$ cat src/rtl/pkt_arb_pkg.sv
// Shared types for the packet-atomic pipeline arbiter.
//   arb_state_e  : arbiter FSM state (idle / packet in flight)
//   beat_flags_t : per-beat status flags carried with the source index
//   src_w()      : width of the source index for a given requester count
package pkt_arb_pkg;

  typedef enum logic [0:0] {
    StIdle,
    StBusy
  } arb_state_e;

  // Status word sent down the pipeline is {beat_flags_t, src}.
  typedef struct packed {
    logic valid;
    logic last;
    logic abort;
  } beat_flags_t;

  localparam int unsigned FlagsW = 3;

  function automatic int unsigned src_w(input int unsigned n_req);
    return (n_req > 1) ? $clog2(n_req) : 1;
  endfunction

endpackage

$ cat src/rtl/data_status_pipeline.sv
// Fixed-latency register pipeline for a data word plus a status word.
//   clk, rst   : clock, synchronous active-high reset
//   data_i     : data word in (stages are not reset)
//   status_i   : status word in (stages reset to zero)
//   data_o     : data word, PIPE_DEPTH cycles later
//   status_o   : status word, PIPE_DEPTH cycles later
module data_status_pipeline #(
  parameter int unsigned DATA_W     = 8,
  parameter int unsigned STATUS_W   = 4,
  parameter int unsigned PIPE_DEPTH = 1
) (
  input  logic                clk,
  input  logic                rst,
  input  logic [DATA_W-1:0]   data_i,
  input  logic [STATUS_W-1:0] status_i,
  output logic [DATA_W-1:0]   data_o,
  output logic [STATUS_W-1:0] status_o
);

  logic [DATA_W-1:0]   data_q   [PIPE_DEPTH];
  logic [STATUS_W-1:0] status_q [PIPE_DEPTH];

  always_ff @(posedge clk) begin
    data_q[0] <= data_i;
    for (int i = 1; i < PIPE_DEPTH; i++) begin
      data_q[i] <= data_q[i-1];
    end
  end

  always_ff @(posedge clk) begin
    if (rst) begin
      for (int i = 0; i < PIPE_DEPTH; i++) begin
        status_q[i] <= '0;
      end
    end else begin
      status_q[0] <= status_i;
      for (int i = 1; i < PIPE_DEPTH; i++) begin
        status_q[i] <= status_q[i-1];
      end
    end
  end

  assign data_o   = data_q[PIPE_DEPTH-1];
  assign status_o = status_q[PIPE_DEPTH-1];

endmodule

$ cat src/rtl/pkt_pipe_arbiter.sv
// Packet-atomic round-robin arbiter feeding one shared data/status pipeline.
// A granted source owns the pipeline until its last beat; a source that stalls
// mid-packet for TIMEOUT_CYC cycles gets an abort beat injected on its behalf
// and the rest of its packet is drained and dropped.
//   clk, rst    : clock, synchronous active-high reset
//   req_data_i  : per-requester beat data, requester i at [i*DATA_W +: DATA_W]
//   req_valid_i : per-requester beat valid
//   req_last_i  : per-requester end-of-packet, qualified by valid
//   req_ready_o : per-requester accept (registered state only)
//   data_o      : pipelined beat data (not reset)
//   valid_o     : pipelined beat valid
//   last_o      : pipelined end-of-packet
//   abort_o     : pipelined abort marker, only set together with last_o
//   src_o       : pipelined source index
module pkt_pipe_arbiter
  import pkt_arb_pkg::*;
#(
  parameter int unsigned DATA_W      = 8,
  parameter int unsigned N_REQ       = 2,
  parameter int unsigned PIPE_DEPTH  = 1,
  parameter int unsigned TIMEOUT_CYC = 64,
  localparam int unsigned SRC_W      = src_w(N_REQ)
) (
  input  logic                    clk,
  input  logic                    rst,
  input  logic [N_REQ*DATA_W-1:0] req_data_i,
  input  logic [N_REQ-1:0]        req_valid_i,
  input  logic [N_REQ-1:0]        req_last_i,
  output logic [N_REQ-1:0]        req_ready_o,
  output logic [DATA_W-1:0]       data_o,
  output logic                    valid_o,
  output logic                    last_o,
  output logic                    abort_o,
  output logic [SRC_W-1:0]        src_o
);

  localparam int unsigned CNT_W    = $clog2(TIMEOUT_CYC);
  localparam int unsigned STATUS_W = FlagsW + SRC_W;

  arb_state_e        state_q, state_d;
  logic [SRC_W-1:0]  gnt_q, gnt_d;
  logic [SRC_W-1:0]  ptr_q, ptr_d;
  logic [CNT_W-1:0]  stall_q, stall_d;
  logic [N_REQ-1:0]  discard_q, discard_d;

  logic              found;
  logic [SRC_W-1:0]  idx;
  beat_flags_t       beat_flags;
  logic [SRC_W-1:0]  beat_src;
  logic [DATA_W-1:0] beat_data;
  logic [STATUS_W-1:0] status_out;

  always_comb begin
    state_d     = state_q;
    gnt_d       = gnt_q;
    ptr_d       = ptr_q;
    stall_d     = stall_q;
    discard_d   = discard_q;
    req_ready_o = discard_q;  // discarding sources are drained in any state
    beat_flags  = '0;
    beat_src    = '0;
    beat_data   = '0;
    found       = 1'b0;
    idx         = '0;

    for (int unsigned i = 0; i < N_REQ; i++) begin
      if (discard_q[i] && req_valid_i[i] && req_last_i[i]) begin
        discard_d[i] = 1'b0;
      end
    end

    unique case (state_q)
      StIdle: begin
        // Search starts just after the last winner.
        for (int unsigned k = 1; k <= N_REQ; k++) begin
          idx = SRC_W'((ptr_q + k) % N_REQ);
          if (!found && req_valid_i[idx] && !discard_q[idx]) begin
            found   = 1'b1;
            gnt_d   = idx;
            ptr_d   = idx;
            stall_d = '0;
            state_d = StBusy;
          end
        end
      end
      StBusy: begin
        req_ready_o[gnt_q] = 1'b1;
        if (req_valid_i[gnt_q]) begin
          // A beat arriving in the limit cycle wins over the timeout.
          beat_flags.valid = 1'b1;
          beat_flags.last  = req_last_i[gnt_q];
          beat_src         = gnt_q;
          beat_data        = req_data_i[gnt_q*DATA_W +: DATA_W];
          stall_d          = '0;
          if (req_last_i[gnt_q]) begin
            state_d = StIdle;
          end
        end else if (stall_q == CNT_W'(TIMEOUT_CYC - 1)) begin
          beat_flags.valid   = 1'b1;
          beat_flags.last    = 1'b1;
          beat_flags.abort   = 1'b1;
          beat_src           = gnt_q;
          stall_d            = '0;
          discard_d[gnt_q]   = 1'b1;
          state_d            = StIdle;
        end else begin
          stall_d = stall_q + 1'b1;
        end
      end
      default: state_d = StIdle;
    endcase
  end

  always_ff @(posedge clk) begin
    if (rst) begin
      state_q   <= StIdle;
      gnt_q     <= '0;
      ptr_q     <= SRC_W'(N_REQ - 1);
      stall_q   <= '0;
      discard_q <= '0;
    end else begin
      state_q   <= state_d;
      gnt_q     <= gnt_d;
      ptr_q     <= ptr_d;
      stall_q   <= stall_d;
      discard_q <= discard_d;
    end
  end

  data_status_pipeline #(
    .DATA_W     (DATA_W),
    .STATUS_W   (STATUS_W),
    .PIPE_DEPTH (PIPE_DEPTH)
  ) u_pipe (
    .clk      (clk),
    .rst      (rst),
    .data_i   (beat_data),
    .status_i ({beat_flags, beat_src}),
    .data_o   (data_o),
    .status_o (status_out)
  );

  assign {valid_o, last_o, abort_o, src_o} = status_out;

endmodule

$ cat config.mk
export PLATFORM = sky130hd
export DESIGN_NAME = pkt_pipe_arbiter
export DESIGN_NICKNAME = d
export VERILOG_FILES = /design/src/rtl/pkt_arb_pkg.sv /design/src/rtl/data_status_pipeline.sv /design/src/rtl/pkt_pipe_arbiter.sv
export SDC_FILE = /design/constraint.sdc
export NUM_CORES = 1
export LEC_CHECK = 0
export CELL_PAD_IN_SITES_DETAIL_PLACEMENT = 1
export CELL_PAD_IN_SITES_GLOBAL_PLACEMENT = 1
export CORE_MARGIN = 4
export CORE_UTILIZATION = 30
export CTS_BUF_LIST = sky130_fd_sc_hd__clkbuf_4 sky130_fd_sc_hd__clkbuf_8
export CTS_CLUSTER_DIAMETER = 40
export DETAILED_ROUTE_END_ITERATION = 8
export PLACE_DENSITY = 0.8
export SETUP_SLACK_MARGIN = 0.4
export SYNTH_ARGS = -nofsm -noshare
export SYNTH_HDL_FRONTEND = slang
export SYNTH_SLANG_ARGS = --single-unit
$ cat constraint.sdc
create_clock -name clk -period 1.5 [get_ports clk]
set_input_delay 0.225 -clock clk [delete_from_list [all_inputs] [get_ports clk]]
set_output_delay 0.225 -clock clk [all_outputs]
set_load 0.05 [all_outputs]
==> flow_summary_export.csv <==
group,metric,value,unit
cts,clock-root-buffer,"clkbuf_4",
global_route,grt_max_degree,13,
placement,numPortBuffers,35,
drt,met1_length,1.429,mm
cts,cts_tree,"done",
min_path,hp-class,"input pin to flip-flop",
drt,routedWlPerCell,19.34,um
logic_synthesis,async_flop_share,0,%
cells_and_area,design_area,1787,um2
sta,hold_viol,0,
cells_and_area,nets,187,
die,initial_core_util,31.63,%
min_path,min_to,"discard_q[0]",
drt,dr.pass1.iters,4,
logic_synthesis,yosys_warnings,0,
min_path,hold_depth,3,
global_route,grt_pass1_wl,5.595,mm
setup_path,required,1.72,ns
min_path,hold_path.startpoint,"req_valid_i[0]",
drt,drtAntennaViolNets,0,
run_status,status,"finished, violations left",
power,power_density,792.3,nW/um2
logic_synthesis,ys_seq_area_share,47.30,%
sta,tightest_slew,0.4442,ns
die,dieArea,4220,um2
placement,place_area,1444,um2
power,clockPowerShare,21.8,%
setup_path,cp-end-kind,"flip-flop",
cts,h-tree-depth,1,
drt,drt-initial-drc-count,41,
cts,cts.sinks,23,
job,maxCapViolations,0,
cts,clkTransAtPathRegs,0.13,ns
setup_path,crit_slowest_cell,"dfxtp_4",
power,switching_share,30.79,%
drt,wirelength,4.003,mm
placement,gp_congestion,0.7797,
run_status,violations,"negative setup slack",
setup_path,crit_fanout,5,
sta,slew_headroom,70.35,%
drt,met3_length,130,um
cells_and_area,n_antenna_cell,0,
setup_path,r2r_setup_slack,-0.13,ns
drt,wl_met2,2.331,mm
logic_synthesis,synth.area.top_cells,"dfxtp_1 47%, mux2i_1 9.3%, nor2_1 5.8%",
power,power.switching,0.0004359,W
die,num_rows,20,
logic_synthesis,yosysMostFrequentCell,"dfxtp_1",
logic_synthesis,synth_cells,105,
logic_synthesis,synth_top_area_share,47.30,%
sta,min_period,1.626,ns
power,p_int,0.0009798,W
logic_synthesis,synth_top_cell_by_area,"dfxtp_1",
logic_synthesis,synth.ff_latch_count,23,
sta,finalMaxSlewViolations,0,
power,irDropWorstVdd,0.0003198,V
power,p_seq_share,46.3,%
setup_path,reg2reg_from,"gnt_q",
global_route,overflow,0,
drt,viasPerCell,5.126,
setup_path,critPathKind,"flip-flop to flip-flop",
logic_synthesis,synth_ff_type,"dfxtp_1",
sta,rsz0062_at_grt,"yes",
setup_path,reg2regPathDepth,5,
drt,via_count,1061,
sta,fin_crit_sh,108.4,%
logic_synthesis,syn_area,973.4,um2
die,die_w,64.96,um
die,coreArea,3078,um2
cells_and_area,multi_input_area,653.1,um2
logic_synthesis,synthTopCellsByCount,"23 x dfxtp_1, 15 x nor2_1, 9 x mux2i_1",
logic_synthesis,ys_types,32,
global_route,antenna_found_initial,0,
sta,skew,0.004041,ns
die,ioPinCount,36,
logic_synthesis,synth_edf_count,0,
cells_and_area,drive_gt1_share,43.56,%
cts,postCtsHoldBufs,0,
sta,fin_tns_setup,-0.1372,ns
sta,setup_violations,2,
power,p_leak,0.7043,nW
cts,insertion_delay,0.31,ns
setup_path,critPathLaunchType,"flip-flop",
power,combPwrFrac,31.9,%
cts,clockBufferDepth,2,
placement,dpl.hpwl,2.220,mm
global_route,grt_usage,17.42,%
cells_and_area,syn_to_final_growth,83.55,%
die,die_h,64.96,um
logic_synthesis,syn_nets,128,
cells_and_area,fill_cells,331,
setup_path,path_cells,"buf_6, mux2_4, a311oi_4, nand2_1, a311oi_2",
cts,numCtsBuffers,3,
cells_and_area,regArea,479.2,um2
sta,timing.fmax,0.6150,GHz
global_route,grt_pass1_vias,1139,
drt,top_layer_used,"met4",
drt,drcViolationCount,0,
setup_path,r2r-end,"stall_q[5]",
setup_path,arrival,1.85,ns
logic_synthesis,syn_area_per_cell,9.271,um2
setup_path,critPathMaxStageDelay,0.38,ns
sta,fin_ws,-0.1261,ns
[layout make-up]
type	instances	share of cell area [%]
timing repair buffer	56	31.02
multi-input combinational	77	36.55
sequential	23	26.82
clock buffer	4	1.681
inverter	3	0.8403
tap	44	3.081
[registers in the layout (all words and copies together), names as in the netlist]
signal	flops
discard_q	2
gnt_q	1
ptr_q	1
stall_q	6
state_q	1
u_pipe.data_q	8
u_pipe.status_q	4
[layout by cell type (no fill, tap or decap), types with 3 or more instances in the layout]
| cell type | count |
|---|---|
| or3_1 | 3 |
| mux2i_1 | 9 |
| buf_12 | 3 |
| a311oi_2 | 3 |
| clkdlybuf4s50_1 | 20 |
| nor2_1 | 14 |
| dfxtp_4 | 4 |
| dfxtp_2 | 3 |
| a21oi_1 | 4 |
| buf_6 | 10 |
| clkbuf_4 | 4 |
| buf_4 | 21 |
| dfxtp_1 | 16 |
| nand2_1 | 5 |
[per-layer routing]
layer | GRT usage [%] | up-vias
met2 | 33.59 | 35
met5 | 0 | -
met4 | 7.916 | 0
met1 | 18.42 | 518
li1 | - | 500
met3 | 2.253 | 8
[power groups by stage]
stage / sequential [W] / clock (W) / combinational (W)
after CTS: 0.000650 / 0.000329 / 0.000400
final: 0.000655 / 0.000309 / 0.000452
after global routing: 0.000658 / 0.000351 / 0.000476
after global placement: 0.000668 / 0 / 0.000309
after floorplan: 0.000722 / 0 / 0.000117
after detailed placement: 0.000669 / 0 / 0.000318
[worst max-delay path, delay by kind of cell, from the launching register on]
family / cells / cell delay (ns)
simple gates: 1 / 0.15
compound gates: 2 / 0.57
mux: 1 / 0.33
flops: 1 / 0.38
buf+inv: 1 / 0.11
[kinds of logic (layout without fill, tap and decap cells)]
group | after synthesis | in the layout | share of synthesized area [%]
compound gates | 21 | 21 | 16.07
fa+ha+maj | 1 | 1 | 1.285
buf+inv | 5 | 63 | 2.056
flops | 23 | 23 | 47.30
mux | 10 | 10 | 10.80
simple gates | 45 | 45 | 22.49
[worst max path at each step]
stage,end,from,slack (ns),cells after the start
floorplan,stall_q[5],gnt_q,0.15,4
global placement,stall_q[5],req_valid_i[0],-0.21,5
detailed placement,stall_q[5],req_valid_i[0],-0.29,5
CTS,stall_q[5],gnt_q,-0.006,5
global route,stall_q[5],gnt_q,-0.18,5
finish,stall_q[5],gnt_q,-0.13,5
[timing repair]
item	CTS	global route
pin swaps	6	4
setup endpoints to repair	25	30
gates resized for setup	32	24
buffers inserted	8	4
endpoints found under the hold margin	0	0
[stage by stage]
stage	total power (W)	hold slack, ns	cells	utilization [%]	worst slack, ns
5_1_grt	0.001485	0.4096	207	58.05	-0.1777
2_1_floorplan	0.0008395	0.3194	105	-	0.1456
6_report	0.001416	0.4127	207	58.05	-0.1261
3_3_place_gp	0.0009764	0.4791	191	46.91	-0.2056
4_1_cts	0.001379	0.4168	203	53.98	-0.005875
3_5_place_dp	0.0009869	0.5041	191	46.91	-0.2862
Note: power is estimated with default switching activity, not from simulation.
